File: config.mk
export PLATFORM = sky130hd
export DESIGN_NAME = ahb_gpio_ctrl
export DESIGN_NICKNAME = d
export VERILOG_FILES = /design/src/rtl/ahb_gpio_ctrl.sv
export SDC_FILE = /design/constraint.sdc
export NUM_CORES = 1
export LEC_CHECK = 0
export ABC_AREA = 1
export CAP_MARGIN = 20
export CORE_MARGIN = 1
export CORE_UTILIZATION = 56
export CTS_BUF_LIST = sky130_fd_sc_hd__clkbuf_8
export DETAILED_ROUTE_END_ITERATION = 6
export GPL_TIMING_DRIVEN = 0
export PLACE_DENSITY_LB_ADDON = 0.25
export RECOVER_POWER = 50
export SETUP_SLACK_MARGIN = 0.05
export SLEW_MARGIN = 20
export SYNTH_ARGS = -nofsm -noshare
export SYNTH_HDL_FRONTEND = slang
export SYNTH_SLANG_ARGS = --single-unit
File: constraint.sdc
create_clock -name HCLK -period 13.96 [get_ports HCLK]
set_clock_uncertainty 0.15 [all_clocks]
set_input_delay 4.188 -clock HCLK [delete_from_list [all_inputs] [get_ports HCLK]]
set_output_delay 4.188 -clock HCLK [all_outputs]
set_load 0.02 [all_outputs]
File: src/rtl/ahb_gpio_ctrl.sv
// AHB-Lite GPIO slave: per-pin direction, atomic set/clear of outputs,
// synchronised inputs and per-pin edge-detect interrupts with a reset warm-up.
module ahb_gpio_ctrl #(
  parameter int N           = 32,
  parameter int SYNC_STAGES = 2
) (
  input  logic         HCLK,
  input  logic         HRESET,
  input  logic         HSEL,
  input  logic [4:0]   HADDR,
  input  logic [1:0]   HTRANS,
  input  logic         HWRITE,
  input  logic         HREADY,
  input  logic [31:0]  HWDATA,
  output logic [31:0]  HRDATA,
  output logic         HREADYOUT,
  output logic [N-1:0] pin_out,
  output logic [N-1:0] pin_oe,
  input  logic [N-1:0] pin_in,
  output logic         irq
);

  localparam logic [2:0] A_OUT    = 3'd0;
  localparam logic [2:0] A_DIR    = 3'd1;
  localparam logic [2:0] A_IN     = 3'd2;
  localparam logic [2:0] A_IEN    = 3'd3;
  localparam logic [2:0] A_EDGE   = 3'd4;
  localparam logic [2:0] A_STATUS = 3'd5;
  localparam logic [2:0] A_OUTSET = 3'd6;
  localparam logic [2:0] A_OUTCLR = 3'd7;

  localparam logic [2:0] WARM_CNT = 3'(SYNC_STAGES + 1);

  typedef enum logic {ARM, RUN} warm_state_e;

  logic [2:0]   r_addr_q;
  logic         r_wr_q;
  logic         r_act_q;
  logic [N-1:0] r_out;
  logic [N-1:0] r_dir;
  logic [N-1:0] r_ien;
  logic [N-1:0] r_edge;
  logic [N-1:0] r_status;
  logic [N-1:0] r_sync [SYNC_STAGES];
  logic [N-1:0] r_prev;
  warm_state_e  r_state;
  logic [2:0]   r_cnt;

  logic         w_wr_en;
  logic [N-1:0] w_wdata;
  logic [N-1:0] w_w1c;
  logic [N-1:0] w_s;
  logic [N-1:0] w_ev;
  logic [N-1:0] w_rdata_n;
  logic [31:0]  w_rdata;
  logic         w_unused;

  // Address bits [1:0], HTRANS[0] and HWDATA[31:N] carry no meaning here.
  assign w_unused = ^{HADDR[1:0], HTRANS[0], HWDATA};

  assign w_wr_en = r_act_q & r_wr_q;
  assign w_wdata = HWDATA[N-1:0];
  assign w_w1c   = (w_wr_en && r_addr_q == A_STATUS) ? w_wdata : '0;
  assign w_s     = r_sync[SYNC_STAGES-1];
  assign w_ev    = (r_state == RUN)
                 ? ((r_edge & w_s & ~r_prev) | (~r_edge & ~w_s & r_prev))
                 : '0;

  // NOTE: sequential state uses non-blocking assignments so every flop samples
  // pre-edge values regardless of statement order.
  always_ff @(posedge HCLK or posedge HRESET) begin
    if (HRESET) begin
      r_addr_q <= '0;
      r_wr_q   <= 1'b0;
      r_act_q  <= 1'b0;
    end else if (HSEL && HTRANS[1] && HREADY) begin
      r_addr_q <= HADDR[4:2];
      r_wr_q   <= HWRITE;
      r_act_q  <= 1'b1;
    end else begin
      r_act_q  <= 1'b0;
    end
  end

  always_ff @(posedge HCLK or posedge HRESET) begin
    if (HRESET) begin
      r_out    <= '0;
      r_dir    <= '0;
      r_ien    <= '0;
      r_edge   <= '0;
      r_status <= '0;
    end else begin
      if (w_wr_en) begin
        case (r_addr_q)
          A_OUT:    r_out  <= w_wdata;
          A_DIR:    r_dir  <= w_wdata;
          A_IEN:    r_ien  <= w_wdata;
          A_EDGE:   r_edge <= w_wdata;
          A_OUTSET: r_out  <= r_out | w_wdata;
          A_OUTCLR: r_out  <= r_out & ~w_wdata;
          default:  ;
        endcase
      end
      // A new event outranks a simultaneous write-1-to-clear.
      r_status <= (r_status & ~w_w1c) | w_ev;
    end
  end

  // NOTE: the synchroniser array is reset explicitly; it is a flop chain, not
  // a RAM, and the warm-up relies on it starting from a known 0.
  always_ff @(posedge HCLK or posedge HRESET) begin
    if (HRESET) begin
      for (int i = 0; i < SYNC_STAGES; i++) r_sync[i] <= '0;
      r_prev <= '0;
    end else begin
      r_sync[0] <= pin_in;
      for (int i = 1; i < SYNC_STAGES; i++) r_sync[i] <= r_sync[i-1];
      r_prev <= w_s;
    end
  end

  // Edge events stay masked until the synchroniser and prev hold real pad values.
  always_ff @(posedge HCLK or posedge HRESET) begin
    if (HRESET) begin
      r_state <= ARM;
      r_cnt   <= WARM_CNT;
    end else if (r_state == ARM) begin
      if (r_cnt == 3'd0) r_state <= RUN;
      else               r_cnt   <= r_cnt - 3'd1;
    end
  end

  // NOTE: defaults assigned first so no path through the case infers a latch.
  always_comb begin
    w_rdata_n = '0;
    case (r_addr_q)
      A_OUT:    w_rdata_n = r_out;
      A_DIR:    w_rdata_n = r_dir;
      A_IN:     w_rdata_n = w_s;
      A_IEN:    w_rdata_n = r_ien;
      A_EDGE:   w_rdata_n = r_edge;
      A_STATUS: w_rdata_n = r_status;
      default:  w_rdata_n = '0;
    endcase
    w_rdata = '0;
    w_rdata[N-1:0] = w_rdata_n;
  end

  assign HRDATA    = r_act_q ? w_rdata : 32'd0;
  assign HREADYOUT = 1'b1;
  assign pin_out   = r_out;
  assign pin_oe    = r_dir;
  assign irq       = |(r_status & r_ien);

endmodule

==> run_results.csv <==
group,metric,value,unit
route,drt-pass1-iter-count,6,
route,post_drt_wl_per_cell,20.5,um
setup_path,r2r_start,"r_wr_q",
min_path,min_from,"r_sync[38]",
power,cellPowerDensity,164,mW/mm^2
power,leakage,7.09,nW
logic_synthesis,post_synth_num_cell_types,25,
cts,cts.repair.resized,0,
setup_path,cp.arrival,3000,ps
floorplanning,die_h,147,um
timing,holdWs,194,ps
global_route,grt_first_pass_wirelength,59100,um
floorplanning,rows,52,
route,routed_wl,38400,um
logic_synthesis,synth.most_common_cell,"nand2_1",
cts,cts_max_path_buffers,3,
layout,diodes,0,
place,place_congestion,0.951,
setup_path,crit_top_cell,"nor2_1",
setup_path,slowest_stage,"clkdlybuf4s50_1",
cts,cts_inserted_buffers,44,
layout,fin_area,0.0147,mm^2
route,vias,11400,
setup_path,required,9620,ps
cts,ctsHoldBuffers,0,
setup_path,worstReg2RegEnd,"r_status[22]",
cts,cts.reportedPaths.clkPinSlew,60,ps
layout,drive_above_1_share,0.0971,
setup_path,crit_family,"buffers and inverters",
logic_synthesis,synth_ff_type,"dfrtp_1",
logic_synthesis,ys_seq_area_frac,0.561,
logic_synthesis,synth_cells,1360,
layout,synthToLayoutAreaGrowth,24.6,%
logic_synthesis,synthesis.area,0.0118,mm^2
power,peakVddDrop,0.0887,mV
timing,fin_crit_sh,0.525,
setup_path,timing.critical_path.buf_inv,3,
timing,finalSetupTns,0,ps
logic_synthesis,synth_common_cells,"nand2_1 (315), dfrtp_1 (263), o21ai_0 (193), nand3_1 (100), nor2_1 (90)",
setup_path,cp_max_fo,10,
cts,cts_tree,"yes",
logic_synthesis,synth-edff-count,0,
min_path,whs_path_depth,0,
min_path,hold_class,"flip-flop to flip-flop",
route,drc,0,
timing,hold_violations,0,
cts,cts_setup_buffers,0,
setup_path,start_kind,"flip-flop",
logic_synthesis,synth.area.top_cells,"dfrtp_1 (56%), nand2_1 (10%), o21ai_0 (8.2%), nand4_1 (4.6%), nand3_1 (4.2%)",
layout,fin_cells,1877,
outcome,violations,"capacitance limit, slew limit",
setup_path,ff2ff_setup_slack,11890,ps
logic_synthesis,syn_avg_cell_area,8.69,um^2
job,max_cap_viol_count,1,
layout,final_nets,1655,
cts,root_buffer,"clkbuf_8",
setup_path,crit_type,"flip-flop to primary output",
logic_synthesis,synth_top_area_share,0.557,
floorplanning,fp.dieArea,0.0217,mm^2
global_route,antenna_found_initial,0,
logic_synthesis,synth-seq-cells,265,
floorplanning,chipWidth,147,um
cts,clk_latency,560,ps
setup_path,reg2regPathDepth,6,
global_route,grt_max_degree,110,
timing,tightest_slew,2490,ps
outcome,status,"finished, violations left",
place,placed_area,0.0139,mm^2
cts,cts-htree-levels,2,
logic_synthesis,synth_nets,1438,
route,ant_nets,0,
place,hpwl,25300,um
setup_path,crit_path_end_kind,"primary output",
timing,slew_viol_final,52,
timing,rsz0062_at_grt,"false",
global_route,grt_pass1_vias,10900,
setup_path,max_stage_delay,660,ps
global_route,grt-ovfl-total,0,
logic_synthesis,yosysTopAreaCell,"dfrtp_1",
timing,relSlewSlack,-0.672,
floorplanning,io_pins,174,
place,io_buffer_count,169,
timing,clock.fmax,136,MHz
logic_synthesis,synthArstFlopShare,1.00,
route,vias_per_cell,6.08,
min_path,hold_end,"w_s[6]",
setup_path,path_cells,"inv_2 -> buf_2 -> nand3_1 -> nor2_1 -> nor2_1 -> a21oi_1 -> clkdlybuf4s50_1",
layout,fill_cells,1569,
route,drt-initial-drc-count,1606,
floorplanning,core,0.0205,mm^2
place,dp_cells,1801,
cts,cts.sinks,265,
logic_synthesis,yosys_warnings,0,
timing,finalSetupViolations,0,
global_route,grt_usage,0.359,
timing,min_period,7340,ps
floorplanning,initial_core_util,0.577,
==> power by group <==
| part | internal, mW | switching [mW] | total, mW |
|---|---|---|---|
| combinational | 0.283 | 0.430 | 0.712 |
| sequential | 0.915 | 0.136 | 1.05 |
| clock | 0.341 | 0.306 | 0.647 |
| total | 1.54 | 0.872 | 2.41 |
==> kinds of logic after synthesis <==
family,after synthesis,share of synthesized area
and+or+nand+nor,662,0.262
buffers and inverters,168,0.0637
xor gates and xnor gates,1,0.000741
adders and majority gates,2,0.00212
other,1,0.000317
DFF,265,0.561
AOI/OAI and AO/OA,261,0.110
==> metrics by stage <==
stage	setup WS (ps)	total power [mW]	utilization
floorplan	2330	1.42	-
global placement	-740	1.73	0.676
detailed placement	7340	1.75	0.679
CTS	6750	2.40	0.719
global route	6590	2.52	0.719
finish	6620	2.41	0.719
==> layer usage <==
layer  wire length [um]  global-route usage
met5                  0                   0
met4               1850               0.180
met3               5130               0.105
met2              17200               0.538
met1              14300               0.477
==> flip-flops by register name, indices dropped and copies added, names as in the netlist, 3 cells and up <==
signal and flops:
w_s 32, pin_oe 32, r_ien 32, pin_out 32, r_prev 32, r_status 32, r_sync 32, r_addr_q 3
r_edge 32, r_cnt 3
==> area by class of cell <==
| class | instances | area [um^2] | area share |
|---|---|---|---|
| Tap cell | 270 | 338 | 0.0229 |
| Clock inverter | 23 | 91.3 | 0.00620 |
| Sequential cell | 265 | 6630 | 0.450 |
| Clock buffer | 53 | 729 | 0.0495 |
| Buffer | 88 | 453 | 0.0308 |
| Multi-Input combinational cell | 927 | 4440 | 0.301 |
| Inverter | 80 | 302 | 0.0205 |
| Timing Repair Buffer | 171 | 1750 | 0.119 |
==> worst register-to-register path, cell delays in order (launching register included) <==
cell      delay, ps
dfrtp_1         400
nand2_1          80
inv_1           230
nand4_1         330
clkbuf_1        380
o21ai_0         280
nand2_1          80
==> layout by cell type, fill, tap and decap left out, types with 2 or more instances in the layout <==
cell / Yosys / final
clkbuf_1: 29 / 29
dlygate4sd3_1: 0 / 66
buf_6: 6 / 6
inv_1: 77 / 96
nand3b_1: 33 / 33
nand4_4: 2 / 2
inv_2: 3 / 2
buf_2: 44 / 44
o21ai_0: 193 / 194
buf_4: 6 / 6
nand2_1: 315 / 315
dfrtp_1: 263 / 263
buf_16: 0 / 2
nand2_2: 31 / 31
nor2_1: 90 / 90
clkbuf_8: 0 / 53
buf_1: 3 / 3
ha_1: 2 / 2
nor2_4: 2 / 2
o21ai_1: 4 / 3
clkdlybuf4s50_1: 0 / 103
a21oi_1: 64 / 64
nand3_1: 100 / 100
nand4_1: 87 / 87
clkinv_2: 0 / 4
==> how the worst max path moves through the flow <==
stage,endpoint,cells past startpoint,slack [ps],startpoint
after CTS,HRDATA[7],7,6750,r_addr_q[2]
final,HRDATA[7],7,6620,r_addr_q[2]
after detailed placement,HRDATA[14],9,7340,r_addr_q[1]
after global routing,HRDATA[14],7,6590,r_addr_q[2]
after global placement,w_s[17],2,-740,HRESET
after floorplan,pin_oe[0],1,2330,HRESET
Note: power is estimated with default switching activity, not from simulation.
